`src/rtl/inst_fetch_queue.sv`:
```
// Instruction-fetch front end: one outstanding word fetch, DEPTH-entry {pc, inst}
// prefetch queue toward decode, redirect with flush and in-flight response squash.
module inst_fetch_queue #(
    parameter int unsigned     XLEN     = 32,
    parameter int unsigned     DEPTH    = 4,
    parameter logic [XLEN-1:0] RESET_PC = '0
) (
    input  logic            clk_in,
    input  logic            rst_in,
    input  logic            rdy_in,
    output logic            req_valid,
    output logic [XLEN-1:0] req_addr,
    input  logic            req_ready,
    input  logic            resp_valid,
    input  logic [XLEN-1:0] resp_inst,
    input  logic            redirect_valid,
    input  logic [XLEN-1:0] redirect_pc,
    output logic            inst_valid,
    output logic [XLEN-1:0] inst_out,
    output logic [XLEN-1:0] inst_pc,
    input  logic            inst_ready
);
    localparam int unsigned PTR_W = $clog2(DEPTH);
    localparam int unsigned CNT_W = PTR_W + 1;

    typedef enum logic [1:0] {IDLE, WAIT, DROP} state_t;

    state_t            state, state_nxt;
    logic [XLEN-1:0]   fetch_pc, pending_pc;
    logic [XLEN-1:0]   q_pc   [DEPTH];
    logic [XLEN-1:0]   q_inst [DEPTH];
    logic [PTR_W-1:0]  head, tail;
    logic [CNT_W-1:0]  count;
    logic              redir, req_fire, push, pop;
    logic [XLEN-1:0]   redirect_base;

    assign redir         = rdy_in && redirect_valid;
    assign redirect_base = redirect_pc & ~XLEN'(3);
    assign req_fire      = req_valid && req_ready;
    assign req_addr      = fetch_pc;
    assign inst_out      = q_inst[head];
    assign inst_pc       = q_pc[head];

    always_ff @(posedge clk_in or posedge rst_in) begin
        if (rst_in) state <= IDLE;
        else        state <= state_nxt;
    end

    // A returning response always closes the outstanding request, whether kept or squashed
    always_comb begin
        state_nxt = state;
        if (rdy_in) begin
            case (state)
                IDLE:    if (req_fire) state_nxt = WAIT;
                WAIT:    if (resp_valid) state_nxt = IDLE;
                         else if (redir) state_nxt = DROP;
                DROP:    if (resp_valid) state_nxt = IDLE;
                default: state_nxt = IDLE;
            endcase
        end
    end

    always_comb begin
        req_valid  = rdy_in && !rst_in && (state == IDLE) && !redirect_valid
                     && (count < CNT_W'(DEPTH));
        inst_valid = rdy_in && (count != '0);
        push       = rdy_in && !redir && (state == WAIT) && resp_valid;
        pop        = inst_valid && inst_ready && !redir;
    end

    always_ff @(posedge clk_in or posedge rst_in) begin
        if (rst_in) begin
            fetch_pc   <= RESET_PC;
            pending_pc <= '0;
            head       <= '0;
            tail       <= '0;
            count      <= '0;
        end else if (redir) begin
            fetch_pc <= redirect_base;
            head     <= tail;
            count    <= '0;
        end else if (rdy_in) begin
            if (req_fire) begin
                pending_pc <= fetch_pc;
                fetch_pc   <= fetch_pc + XLEN'(4);
            end
            if (push) tail <= tail + PTR_W'(1);
            if (pop)  head <= head + PTR_W'(1);
            if (push && !pop)      count <= count + CNT_W'(1);
            else if (pop && !push) count <= count - CNT_W'(1);
        end
    end

    always_ff @(posedge clk_in) begin
        if (push) begin
            q_pc[tail]   <= pending_pc;
            q_inst[tail] <= resp_inst;
        end
    end
endmodule
```
`config.mk`:
```
export PLATFORM = sky130hd
export DESIGN_NAME = inst_fetch_queue
export DESIGN_NICKNAME = d
export VERILOG_FILES = /design/src/rtl/inst_fetch_queue.sv
export SDC_FILE = /design/constraint.sdc
export NUM_CORES = 1
export LEC_CHECK = 0
export ABC_AREA = 1
export BUFFER_PORTS_ARGS = -buffer_cell sky130_fd_sc_hd__buf_4
export CAP_MARGIN = 10
export CORE_MARGIN = 4
export CORE_UTILIZATION = 52
export CTS_BUF_LIST = sky130_fd_sc_hd__clkbuf_16
export DETAILED_ROUTE_END_ITERATION = 12
export PLACE_DENSITY_LB_ADDON = 0.1
export SLEW_MARGIN = 40
export SYNTH_ARGS = -nofsm -noshare
export SYNTH_HDL_FRONTEND = slang
export SYNTH_SLANG_ARGS = --single-unit
```
`constraint.sdc`:
```
create_clock -name clk_in -period 3.9 [get_ports clk_in]
set_input_delay 0.78 -clock clk_in [delete_from_list [all_inputs] [get_ports clk_in]]
set_output_delay 0.78 -clock clk_in [all_outputs]
set_load 0.02 [all_outputs]
```
* Word-level counts from Yosys, hierarchy flattened
Memories as Yosys holds them, arrays and structs flattened.
Index checks and enable logic that the tools add are counted.
** Storage, ports and cells
- Bits in registers :: 73
- Bits in latches :: 0
- RAM bits :: 256
- Memory bits (read-only) :: 0
- Input port bits :: 71
- Output and inout bits :: 98
- Logic and storage cells :: 68
- Memories :: 2
** Operators by class
- Add/sub/neg operators :: 5
- Multipliers :: 0
- Div/mod/pow operators :: 0
- $lt $le $gt $ge :: 1
- Equal/unequal tests :: 5
- Shifts and indexed selects :: 0
- Muxes and demuxes :: 17
- Bitwise gates (word level) :: 1
- Reductions and logical operators :: 31
** Memories
- q_inst :: depth 4, bits a word 32, rd ports 1, clocked after memory_dff 0, write ports 1, RTL line 31 : logic [XLEN-1:0] q_inst [DEPTH];
- q_pc :: depth 4, bits a word 32, rd ports 1, clocked after memory_dff 0, write ports 1, RTL line 30 : logic [XLEN-1:0] q_pc [DEPTH];
** Operator list (number)
- $mux 32 :: 3
- $add 32x3->32 const B :: 1
- $logic_and 1x1->1 :: 14
- $mux 2 :: 7
- $mux 3 :: 4
- $pmux 2 s3 :: 1
- $reduce_and 2->1 :: 3
- $reduce_and 3->1 :: 2
- $reduce_bool 2->1 :: 3
- $reduce_bool 3->1 :: 2
- $logic_not 1->1 :: 5
- $add 2x1->2 const B :: 2
- $ne 2x2->1 const B :: 2
- $reduce_and 4->1 :: 1
- $add 3x1->3 const B :: 1
- $lt 3x3->1 const B :: 1
- $ne 3x3->1 const B :: 1
- $sub 3x1->3 const B :: 1
- $eq 2x1->1 const B :: 1
- $eq 2x2->1 const B :: 1
- $logic_not 2->1 :: 1
- $mux 1 :: 2
- $not 1->1 :: 1

* Longest topological paths before layout
- Depth in word-level cells :: 11
- Mapped depth :: 12
- Depth with buffers taken out :: 12

* Least setup slack after synthesis
No wires, ideal clock.
- Path type :: input port to flip-flop
- From :: in rdy_in
- To :: mem q_inst[0][0] (enable)
- Setup time :: 0.482 ns
- Data arrival time :: 3.804 ns
- Data required time :: 3.418 ns
- Path slack :: -0.386 ns
- Cell stages on the path :: 6
- Path buffers :: 0
- Cells stage by stage :: inv_2 nor2_4 nand2_2 nor2_4 inv_2 nor2_1
** On the way
- Word-level cells in the longest chain between the ends :: 7
** Ends and longest elaborated chain
- start, declared :: RTL line 10 : input logic rdy_in,
- $logic_and 1x1->1 :: RTL line 37 : assign redir = rdy_in && redirect_valid;
- $logic_not 1->1 :: RTL line 67 : push = rdy_in && !redir && (state == WAIT) && resp_valid;
- $logic_and 1x1->1 (*) (3 in a row) :: RTL line 67
- $mux 1 (*) :: RTL line 95 : if (push) begin
- $mux 1 (not written as such) (*) :: RTL line 97 : q_inst[tail] <= resp_inst;
- end, declared :: RTL line 31
Mark *: on every way between the ends. The rest lies on a longest branch, timed or not.

* Worst setup path in the final report
- From :: reg head[0]
- To :: out inst_out[12]
** On the way
- Word-level cells in the longest chain between the ends :: 1
** Ends and longest elaborated chain
- start, declared :: RTL line 32 : logic [PTR_W-1:0] head, tail;
- start signal, assigned :: RTL line 80 : head <= tail;
- start signal, assigned :: RTL line 88 : if (pop) head <= head + PTR_W'(1);
- $mem_v2 4x32
- end, declared :: RTL line 19 : output logic [XLEN-1:0] inst_out,
No other way between the ends.

==> insert_results.sql <==
INSERT INTO impl_metrics (metric_group, metric, value, unit) VALUES
('drt', 'drtPass1Iterations', '5', ''),
('global_route', 'globalRouteTotalUtil', '20.8', '%'),
('clock_network', 'cts_tree', 'yes', ''),
('power_and_ir_drop', 'power_density', '713', 'nW/um^2'),
('worst_setup_path', 'startpoint_type', 'register', ''),
('global_route', 'grt_max_degree', '74', ''),
('synthesis', 'synthCells', '1184', ''),
('timing', 'slew_headroom', '49.4', '%'),
('synthesis', 'synthArstFlopShare', '21.8', '%'),
('timing', 'worst_hold_slack', '144', 'ps'),
('clock_network', 'clk_pin_slew_worst_paths', '60', 'ps'),
('synthesis', 'syn-cell-area', '13200', 'sq um'),
('floorplan', 'dieArea', '27900', 'sq um'),
('worst_setup_path', 'crit_top_cell', 'sky130_fd_sc_hd__buf_4', ''),
('clock_network', 'ctsRootBufferMaster', 'sky130_fd_sc_hd__clkbuf_16', ''),
('synthesis', 'top_cells_by_area_in_the_synthesized_netlist', 'sky130_fd_sc_hd__edfxtp_1 57%, sky130_fd_sc_hd__dfrtp_1 13%, sky130_fd_sc_hd__nor2_1 6.0%', ''),
('place', 'portBuffers', '162', ''),
('drt', 'drcViolationCount', '0', ''),
('worst_setup_path', 'critical_path_peak_fanout', '63', ''),
('worst_setup_path', 'slowest_stage', 'sky130_fd_sc_hd__dfrtp_4', ''),
('clock_network', 'cts_resized', '0', ''),
('final_layout', 'layout-area-overhead-vs-synth', '19.6', '%'),
('clock_network', 'cts_post_setup_buffers_inserted', '0', ''),
('synthesis', 'yosys_warnings', '0', ''),
('worst_setup_path', 'worst_r2r_startpoint', 'count[2]$_DFFE_PP0P_', ''),
('synthesis', 'synth_seq_area_share', '69.8', '%'),
('synthesis', 'synthTopCellsByCount', '248 x sky130_fd_sc_hd__edfxtp_1, 210 x sky130_fd_sc_hd__nor2_1, 197 x sky130_fd_sc_hd__nand2_1, 150 x sky130_fd_sc_hd__o21ai_0, 69 x sky130_fd_sc_hd__dfrtp_1', ''),
('worst_setup_path', 'critical_path.n_buffers_inverters', '4', ''),
('clock_network', 'clockBufferDepth', '3', ''),
('place', 'hpwlAfterDp', '18.0', 'mm'),
('floorplan', 'design.core.area', '24600', 'sq um'),
('place', 'place_congestion', '0.938', ''),
('worst_setup_path', 'arrival', '2540', 'ps'),
('worst_hold_path', 'hp-class', 'primary input to async pin', ''),
('timing', 'setup_repair_after_global_routing_missed_its_margin', 'false', ''),
('timing', 'finalSetupTns', '0', 'ps'),
('power_and_ir_drop', 'power.ir.vdd_worst', '0.349', 'mV'),
('timing', 'report.final.hold_viol_count', '0', ''),
('final_layout', 'fin_area', '15700', 'sq um'),
('synthesis', 'synth-edff-count', '248', ''),
('global_route', 'grt_overflow', '0', ''),
('synthesis', 'post-synth-top-area-cell', 'sky130_fd_sc_hd__edfxtp_1', ''),
('synthesis', 'yosys_register_bits', '317', ''),
('timing', 'clock-skew-final', '16.0', 'ps'),
('timing', 'finalMaxSlewViolations', '0', ''),
('timing', 'final_min_period_over_clock_period', '85.2', '%'),
('clock_network', 'postCtsHoldBufs', '0', ''),
('floorplan', 'num_rows', '57', ''),
('drt', 'routed_wire_length_per_instance', '17.7', 'microns'),
('final_layout', 'design.final.nets', '1415', ''),
('final_layout', 'post_route_cells_drive_above_1_share', '19.0', '%'),
('place', 'place_inst', '1626', ''),
('synthesis', 'synth_ff_type', 'sky130_fd_sc_hd__edfxtp_1', ''),
('clock_network', 'cts-buffers-inserted', '34', ''),
('outcome', 'outcome', 'completed', ''),
('power_and_ir_drop', 'post-layout-total-power', '11.2', 'mW'),
('floorplan', 'num_io_pins', '169', ''),
('worst_setup_path', 'setup.reg_to_reg.worst_slack', '2040', 'ps'),
('drt', 'route.vias.total', '9191', ''),
('drt', 'ant_nets', '0', ''),
('floorplan', 'fp.dieH', '167', 'microns'),
('global_route', 'antenna_violations_before_repair', '0', ''),
('clock_network', 'htree_num_levels', '2', ''),
('synthesis', 'synth_cell_type_count', '34', ''),
('floorplan', 'starting_density_of_the_core', '53.4', '%'),
('worst_setup_path', 'critical-path-top-delay-family', 'buffers and inverters', ''),
('global_route', 'wire_length_of_the_first_global_routing_pass', '46.7', 'mm'),
('drt', 'routed_via_density', '5.45', ''),
('worst_setup_path', 'category_of_the_most_critical_setup_path', 'register to output port', ''),
('final_layout', 'instances_no_fill', '1685', ''),
('floorplan', 'chipWidth', '167', 'microns');
-- sequential cells by signal, indices dropped and copies added (netlist names) --
name,cells
tail,2
q_inst,128
count,3
pending_pc,30
q_pc,120
req_addr,30
head,2
state,2
-- cell families after synthesis --
family	share of synthesized area [%]
compound gates	10.8
xor+xnor	0.133
fa+ha+maj	0.628
buf+inv	3.93
flops	69.8
other cells	0.0285
simple gates	14.7
-- worst max path at each step --
stage	startpoint	end	slack (ps)	depth (start not counted)
CTS	head[0]$_DFFE_PP0P_	inst_out[13]	560	6
global route	head[0]$_DFFE_PP0P_	inst_out[13]	380	6
global placement	head[0]$_DFFE_PP0P_	inst_out[10]	1130	6
detailed placement	head[0]$_DFFE_PP0P_	inst_out[13]	1100	6
floorplan	rdy_in	q_inst[0][0]$_DFFE_PP_	-390	6
finish	head[0]$_DFFE_PP0P_	inst_out[12]	580	6
-- worst reg2reg max path, cell delays in order (launching register included) --
cell and delay (ps):
sky130_fd_sc_hd__dfrtp_1 370, sky130_fd_sc_hd__inv_1 70, sky130_fd_sc_hd__nand3_1 80, sky130_fd_sc_hd__nand3_1 140
sky130_fd_sc_hd__nand2_1 150, sky130_fd_sc_hd__inv_1 60, sky130_fd_sc_hd__fa_1 380, sky130_fd_sc_hd__xor2_1 160
sky130_fd_sc_hd__nand3b_1 150, sky130_fd_sc_hd__nand2_1 70, sky130_fd_sc_hd__nand3_1 60, sky130_fd_sc_hd__o21ai_1 100
-- cell usage in the layout, fill, tap and decap left out, types with 6 or more instances in the layout --
cell,Yosys,routed
sky130_fd_sc_hd__a21oi_1,13,13
sky130_fd_sc_hd__buf_4,5,170
sky130_fd_sc_hd__clkbuf_16,0,34
sky130_fd_sc_hd__clkinv_1,0,6
sky130_fd_sc_hd__dfrtp_1,69,67
sky130_fd_sc_hd__edfxtp_1,248,248
sky130_fd_sc_hd__inv_1,55,60
sky130_fd_sc_hd__inv_2,5,6
sky130_fd_sc_hd__nand2_1,197,197
sky130_fd_sc_hd__nand2_2,6,6
sky130_fd_sc_hd__nand3_1,37,37
sky130_fd_sc_hd__nor2_1,210,206
sky130_fd_sc_hd__nor2_4,4,8
sky130_fd_sc_hd__o21ai_0,150,150
sky130_fd_sc_hd__o21ai_1,26,26
sky130_fd_sc_hd__o22ai_1,67,67
-- power by group --
group          internal (mW)  total [mW]  switching, mW
registers               4.14        4.58          0.441
logic                   1.34        3.72           2.37
clock network           1.66        2.91           1.25
-- stage by stage --
stage	utilization [%]	setup WS, ps
after global routing	63.9	384
final	63.9	575
after floorplan	-	-386
after detailed placement	59.8	1100
after CTS	63.9	563
after global placement	59.8	1130
-- routing by layer --
metal / GRT usage, % / wire length [microns] / vias up
met1: 30.1 / 13900 / 4380
met2: 32.3 / 13300 / 307
met3: 3.98 / 1850 / 50
met5: 0 / 0 / -
met4: 6.26 / 685 / 0
li1: - / - / 4454
-- cell type report --
class,instances,area (sq um)
sequential,317,9180
clock buffer,34,851
inverter,60,226
multi-input combinational,749,3510
tap,324,405
timing repair buffer,176,1390
clock inverter,25,164
fill,1939,8880
Power figures use the tool's default switching activity.
